[src/rtl/uart_rx.sv]
// UART receiver, 8N1 LSB-first, 3-sample majority vote at mid-bit.
// Define UART_RX_PARITY_EN for an 8E1 frame with an rxd_parity_err strobe.
module uart_rx #(
  parameter int CLK_FREQ   = 12_000_000,
  parameter int BAUD       = 115_200,
  parameter int OVERSAMPLE = 8
) (
  input  logic       clk,
  input  logic       reset,
  input  logic       rx,
  output logic [7:0] rxd_data,
  output logic       rxd_data_ready,
  output logic       rxd_frame_err,
`ifdef UART_RX_PARITY_EN
  output logic       rxd_parity_err,
`endif
  output logic       rxd_busy
);

  localparam int DIV   = CLK_FREQ / (BAUD * OVERSAMPLE);
  localparam int DIV_W = (DIV > 2) ? $clog2(DIV) : 1;
  localparam int OS_W  = $clog2(OVERSAMPLE);
  localparam int HALF  = OVERSAMPLE / 2;

  generate
    if (DIV < 2) begin : g_div_check
      $error("uart_rx: CLK_FREQ/(BAUD*OVERSAMPLE) must be at least 2");
    end
    if ((OVERSAMPLE < 4) || (OVERSAMPLE % 2 != 0)) begin : g_os_check
      $error("uart_rx: OVERSAMPLE must be even and >= 4");
    end
  endgenerate

  typedef enum logic [2:0] {
    IDLE   = 3'd0,
    START  = 3'd1,
    DATA   = 3'd2,
    PARITY = 3'd3,
    STOP   = 3'd4,
    BREAK  = 3'd5
  } state_t;

  function automatic logic maj3(input logic a, input logic b, input logic c);
    return (a & b) | (a & c) | (b & c);
  endfunction

  state_t            state, state_nxt;
  logic              rx_p0, rx_s;
  logic [DIV_W-1:0]  div_cnt;
  logic [OS_W-1:0]   tcnt;
  logic [2:0]        bit_idx;
  logic [1:0]        samp;
  logic [7:0]        shreg;
  logic              tick, wrap, samp_t, vote_t, vote, start_det;
  logic              ready_nxt, ferr_nxt;
`ifdef UART_RX_PARITY_EN
  logic              par_bad, perr_nxt;
`endif

  // Stage p0/p1: two-flop synchroniser; only rx_s feeds decisions
  always_ff @(posedge clk) begin
    if (reset) begin
      rx_p0 <= 1'b1;
      rx_s  <= 1'b1;
    end else begin
      rx_p0 <= rx;
      rx_s  <= rx_p0;
    end
  end

  assign start_det = (state == IDLE) && !rx_s;
  assign tick      = (div_cnt == DIV_W'(DIV - 1));
  assign wrap      = tick && (tcnt == OS_W'(OVERSAMPLE - 1));
  assign samp_t    = tick && ((tcnt == OS_W'(HALF - 1)) || (tcnt == OS_W'(HALF)));
  assign vote_t    = tick && (tcnt == OS_W'(HALF + 1));
  assign vote      = maj3(samp[1], samp[0], rx_s);

  always_ff @(posedge clk) begin
    if (reset) begin
      div_cnt <= '0;
      tcnt    <= '0;
      bit_idx <= '0;
    end else begin
      if (start_det || tick) div_cnt <= '0;
      else                   div_cnt <= div_cnt + 1'b1;

      if (start_det)   tcnt <= '0;
      else if (wrap)   tcnt <= '0;
      else if (tick)   tcnt <= tcnt + 1'b1;

      if (state == START)              bit_idx <= '0;
      else if (state == DATA && wrap)  bit_idx <= bit_idx + 1'b1;
    end
  end

  // Sample shift and data shift register carry no reset
  always_ff @(posedge clk) begin
    if (samp_t) samp <= {samp[0], rx_s};
    if (state == DATA && vote_t) shreg <= {vote, shreg[7:1]};
  end

`ifdef UART_RX_PARITY_EN
  always_ff @(posedge clk) begin
    if (state == PARITY && vote_t) par_bad <= ^{shreg, vote};
  end
`endif

  always_ff @(posedge clk) begin
    if (reset) state <= IDLE;
    else       state <= state_nxt;
  end

  always_comb begin
    state_nxt = state;
    case (state)
      IDLE:   if (!rx_s) state_nxt = START;
      START: begin
        if (vote_t && vote) state_nxt = IDLE;
        else if (wrap)      state_nxt = DATA;
      end
      DATA: begin
        if (wrap && bit_idx == 3'd7) begin
`ifdef UART_RX_PARITY_EN
          state_nxt = PARITY;
`else
          state_nxt = STOP;
`endif
        end
      end
`ifdef UART_RX_PARITY_EN
      PARITY: if (wrap) state_nxt = STOP;
`endif
      STOP:   if (vote_t) state_nxt = vote ? IDLE : BREAK;
      BREAK:  if (rx_s) state_nxt = IDLE;
      default: state_nxt = IDLE;
    endcase
  end

  always_comb begin
    rxd_busy  = (state != IDLE);
    ferr_nxt  = (state == STOP) && vote_t && !vote;
`ifdef UART_RX_PARITY_EN
    ready_nxt = (state == STOP) && vote_t && vote && !par_bad;
    perr_nxt  = (state == STOP) && vote_t && vote && par_bad;
`else
    ready_nxt = (state == STOP) && vote_t && vote;
`endif
  end

  // Stage p2: registered strobes and held byte
  always_ff @(posedge clk) begin
    if (reset) begin
      rxd_data       <= '0;
      rxd_data_ready <= 1'b0;
      rxd_frame_err  <= 1'b0;
`ifdef UART_RX_PARITY_EN
      rxd_parity_err <= 1'b0;
`endif
    end else begin
      if (ready_nxt) rxd_data <= shreg;
      rxd_data_ready <= ready_nxt;
      rxd_frame_err  <= ferr_nxt;
`ifdef UART_RX_PARITY_EN
      rxd_parity_err <= perr_nxt;
`endif
    end
  end

endmodule
[config.mk]
export PLATFORM = sky130hd
export DESIGN_NAME = uart_rx
export DESIGN_NICKNAME = d
export VERILOG_FILES = /design/src/rtl/uart_rx.sv
export SDC_FILE = /design/constraint.sdc
export NUM_CORES = 1
export LEC_CHECK = 0
export BUFFER_PORTS_ARGS = -buffer_cell sky130_fd_sc_hd__buf_2
export CORE_MARGIN = 3
export CORE_UTILIZATION = 35
export DETAILED_ROUTE_END_ITERATION = 16
export HOLD_SLACK_MARGIN = 0.03
export PLACE_DENSITY_LB_ADDON = 0.2
export SLEW_MARGIN = 20
export SYNTH_ARGS = -nofsm -noshare
export SYNTH_HDL_FRONTEND = slang
export SYNTH_SLANG_ARGS = --single-unit
[constraint.sdc]
create_clock -name clk -period 2.05 [get_ports clk]
set_input_delay 0.3075 -clock clk [delete_from_list [all_inputs] [get_ports clk]]
set_output_delay 0.3075 -clock clk [all_outputs]
set_load 0.02 [all_outputs]
== Word level (Yosys, flattened, before mapping) ==
Cells that the tools add are included.
Operators by class
  add/subtract/negate cells: 3
  equal/unequal tests: 15
  mux-type cells: 8
  bitwise gates (word level): 5
  reductions and logical operators: 21
Operator list (number)
  $mux 3: 7
  $eq 3x3->1 const B: 6
  $pmux 3 s5: 1
  $logic_and 1x1->1: 11
  $add 3x1->3 const B: 2
  $eq 3x2->1 const B: 2
  $ne 2x2->1 const B: 3
  $reduce_and 5->1: 1
  $add 4x1->4 const B: 1
  $eq 4x4->1 const B: 1
  $reduce_or 2->1: 2
  $and 1x1->1: 3
  $eq 3x1->1 const B: 1
  $logic_not 3->1: 1
  $ne 3x2->1 const B: 1
  $reduce_bool 3->1: 1
  $reduce_or 3->1: 1
  $logic_not 1->1: 2
  $logic_or 1x1->1: 2
  $ne 2x1->1 const B: 1
  $or 1x1->1: 2
Storage, ports and cells
  flip-flop bits (word level): 35
  output and inout bits: 11
  logic and storage cells: 63

== Logic depth before layout (Yosys ltp) ==
  depth after elaboration: 6
  depth in mapped cells: 8
  gate-level depth less buffers: 7

== Worst setup path after synthesis ==
OpenSTA, ideal clock, no wires.
  path kind: reg-to-reg
  start point: register div_cnt[0]
  end point: register shreg[0], enable pin
  arrival time: 1.272 ns
  slack: 0.407 ns
  stages on the path, launching flop included: 6
  period minus slack after synthesis: 1.643 ns
  cell sequence: dfxtp_1 inv_1 ha_1 and4_4 nand2_1 nor2_1
On the way
  cells in the longest elaborated chain, start to end: 3
RTL lines
  start: declaration: RTL line 49  | logic [DIV_W-1:0] div_cnt;
  start signal: assignment: RTL line 85  | else div_cnt <= div_cnt + 1'b1;
  $eq 4x4->1: RTL line 72  | assign tick = (div_cnt == DIV_W'(DIV - 1));
  $logic_and 1x1->1: RTL line 75  | assign vote_t = tick && (tcnt == OS_W'(HALF + 1));
  $logic_and 1x1->1: RTL line 99  | if (state == DATA && vote_t) shreg <= {vote, shreg[7:1]};
  end signal: assignment: RTL line 99
  end: declaration: RTL line 53  | logic [7:0] shreg;
Every way passes these cells.
A chain may end at the register's enable or synchronous reset.

== Final worst setup path ==
  start point: register tcnt[0]
  end point: register state[1]
On the way
  cells in the longest elaborated chain, start to end: 5
  elaborated cells between the ends (all ways): 12
  classes of those cells: 5 x eq/ne; 2 x mux; 5 x reduce/logical
RTL lines
  start: declaration: RTL line 50  | logic [OS_W-1:0] tcnt;
  start signal: assignment: RTL line 89  | else if (tick) tcnt <= tcnt + 1'b1;
  $eq 3x3->1 (on tied branches): RTL line 75, 73
  $logic_and 1x1->1 (on tied branches): RTL line 75, 73
  $logic_and 1x1->1 (on tied branches): RTL line 118, 122
  $ne 3x2->1 (no line) (tied with other cells)
  $reduce_and 5->1 (no line) or $pmux 3 s5 (tied branches)
  end signal: assignment: RTL line 110  | else state <= state_nxt;
  end: declaration: RTL line 47  | state_t state, state_nxt;
Several ways; a longest one is shown, not always the timed one.

==> results_dict.tcl <==
set metrics [dict create \
    diodes 0 \
    rows 23 \
    critPathBufInv 0 \
    hold_violations 0 \
    cts_setup_buffers 0 \
    place_hpwl_mm 1.74 \
    die_h_microns 71.1 \
    clock_sinks 35 \
    clk_pin_slew_worst_paths_ns 0.06 \
    status "finished, final reports clean" \
    drc 0 \
    netlist_instances 130 \
    path_depth 7 \
    r2r_cells 7 \
    avgSynthCellArea_sq_um 11.4 \
    required_ns 2.26 \
    portBuffers 13 \
    p_leak_nw 0.713 \
    initial_core_util_pct 36.8 \
    wl_mm 2.41 \
    drtIter0Drc 54 \
    setup_viol 0 \
    die_w_microns 71.1 \
    startpoint_type "flip-flop" \
    grt_pass1_wl_mm 4.19 \
    path_cells "ha_1 -> ha_1 -> and4_1 -> a21oi_2 -> a211oi_4 -> a21oi_1 -> a211oi_2" \
    syn_nets 141 \
    peakVddDrop_mv 0.496 \
    power_density_nw_per_um2 780 \
    cap_violations 0 \
    crit_top_cell "ha_1" \
    coreArea_sq_um 4030 \
    die-area_sq_um 5050 \
    cp-end-kind "flip-flop" \
    design_area_sq_um 1690 \
    seq_area_frac_synth_pct 54.1 \
    r2r_slack_ns 0.31 \
    nNetsFinal 160 \
    synth.distinct_cells 34 \
    drive_gt1_share_pct 19.3 \
    clk_path_buf_depth 2 \
    worstPathMaxFanout 6 \
    routedWlPerCell_microns 12.0 \
    finalWeightedCongestion 0.790 \
    final.setup.tns_ns 0 \
    wl_met3_microns 115 \
    maxSlewViolCount 0 \
    routed-via-count 952 \
    cts_max_level 2 \
    wl_met1_mm 1.14 \
    clockRootBuffer "clkbuf_8" \
    hold_slack_ns 0.208 \
    clk_latency_ns 0.28 \
    hold_path_class "primary input to flip-flop" \
    grt_use_total_pct 10.7 \
    antenna_found_initial 0 \
    grt_pass1_vias 920 \
    drt-pass1-iter-count 4 \
    ys_ff_latch 35 \
    period_needed_ns 1.74 \
    rsz0062_at_grt "no" \
    rr_startpoint "tcnt[0]" \
    grt_remaining_overflow 0 \
    whs_path_depth 2 \
    area_growth_pct 14.2 \
    r2r-end "state[1]" \
    wl_met2_mm 1.12 \
    grt_max_degree 19 \
    cp.arrival_ns 1.95 \
    skew_ns 0.00706 \
    drt-vias-per-instance 4.76 \
    ant_nets 0 \
    critical_path_class "flip-flop to flip-flop" \
    cts_tree "built" \
    worstMarginPinSlew_ns 0.503 \
    place_area_sq_um 1610 \
    critPathCapture "state[1]" \
    ctsResizeCount 0 \
    max_slew_margin_pct 66.0 \
    utilization_pct 42.0 \
    cts_hold_buf 0 \
    io_pins 14 \
    yosysWarnings 0 \
    critical_path.top_delay_family "compound AO/OA/AOI/OAI gates" \
    startpoint "tcnt[0]" \
    numCtsBuffers 5 \
    fin_crit_sh_pct 85.0 \
    slowest_delay_ns 0.36 \
    synth_area_sq_um 1480 \
    timing.fmax_mhz 574 \
    cp_slowest_cell "dfxtp_1" \
    top_layer "met4" \
]
power breakdown:
group | internal [mW] | switching [mW] | total (mW)
combinational | 0.0567 | 0.0679 | 0.125
sequential | 0.722 | 0.0182 | 0.740
clock | 0.231 | 0.224 | 0.455
flip-flops by register name, indices dropped and copies added (netlist names), 2 cells and up:
| name | flops |
|---|---|
| bit_idx | 3 |
| div_cnt | 4 |
| rxd_data | 8 |
| samp | 2 |
| shreg | 8 |
| state | 3 |
| tcnt | 3 |
placed cells by master, fill, tap and decap left out, types with 2 or more instances in the layout:
cell type / n
a21oi_1: 3
a31o_1: 2
buf_2: 13
buf_4: 3
clkbuf_8: 5
clkinv_1: 2
dfxtp_1: 25
edfxtp_1: 10
ha_1: 8
inv_1: 4
mux2i_1: 14
nand2_1: 4
nand2b_1: 5
nand3_1: 3
nor2_1: 24
or2_2: 2
or3b_1: 2
xnor2_1: 3
layer usage:
layer	GRT usage [%]	vias to the layer above
met2	16.2	16
met1	13.5	443
met3	3.41	5
met5	0	-
met4	5.64	0
li1	-	488
worst reg2reg max path: stages (launching register included):
cell and delay (ns):
dfxtp_1 0.36, ha_1 0.18, ha_1 0.16, and4_1 0.25
a21oi_2 0.08, a211oi_4 0.31, a21oi_1 0.13, a211oi_2 0.19
synthesized netlist by cell type:
cell type	instances	area (sq um)
nand3b_1	1	7.51
ha_1	8	100
or2_1	1	6.26
a211oi_2	1	12.5
nand3_1	3	15.0
nand4_1	1	6.26
edfxtp_1	10	300
and4_1	1	8.76
nor4_1	1	6.26
and4_4	1	11.3
inv_1	4	15.0
nand2b_1	5	31.3
a21oi_1	3	15.0
a211oi_4	1	20.0
nand2_1	4	15.0
buf_2	1	5.00
dfxtp_1	25	500
nor2_2	1	6.26
a21oi_2	1	8.76
or2_2	2	12.5
buf_4	1	7.51
and3_1	1	6.26
or3_1	1	6.26
or3b_1	2	17.5
a31o_1	2	17.5
maj3_1	1	10.0
a2111oi_0	1	8.76
xnor2_1	3	26.3
mux2i_1	14	140
nor2_1	24	90.1
a31oi_4	1	21.3
clkbuf_1	2	7.51
nor4bb_1	1	10.0
xor2_1	1	8.76
through the flow:
| stage | total power [mW] | setup slack, ns | std cells |
|---|---|---|---|
| 2_1_floorplan | 0.853 | 0.407 | 130 |
| 6_report | 1.32 | 0.307 | 200 |
| 5_1_grt | 1.39 | 0.170 | 200 |
| 3_3_place_gp | 0.879 | 0.343 | 192 |
| 3_5_place_dp | 0.880 | 0.287 | 192 |
| 4_1_cts | 1.34 | 0.286 | 200 |
how the worst min path moves through the flow:
stage / start / to
4_1_cts: rx / rx_p0
5_1_grt: rx / rx_p0
2_1_floorplan: rx_p0 / rx_s
3_5_place_dp: rx_p0 / rx_s
6_report: rx / rx_p0
3_3_place_gp: rx_p0 / rx_s
final cells by class:
class	count	area (sq um)
clock buffers	6	72.6
clock inverters	2	7.51
fillers	401	2340
inverters	4	15.0
multi-input cells	87	646
flip-flops and latches	35	801
well taps	50	62.6
repair buffers	16	87.6
logic make-up after synthesis:
group,count (synthesis),synth area share (%)
flip-flops,35,54.1
AO/OA/AOI/OAI,10,7.01
adder cells (fa/ha/maj),9,7.43
XOR/XNOR,4,2.37
multiplexers,14,9.46
AND/OR/NAND/NOR,50,17.3
buffers and inverters,8,2.36
Note: power is estimated with default switching activity, not from simulation.
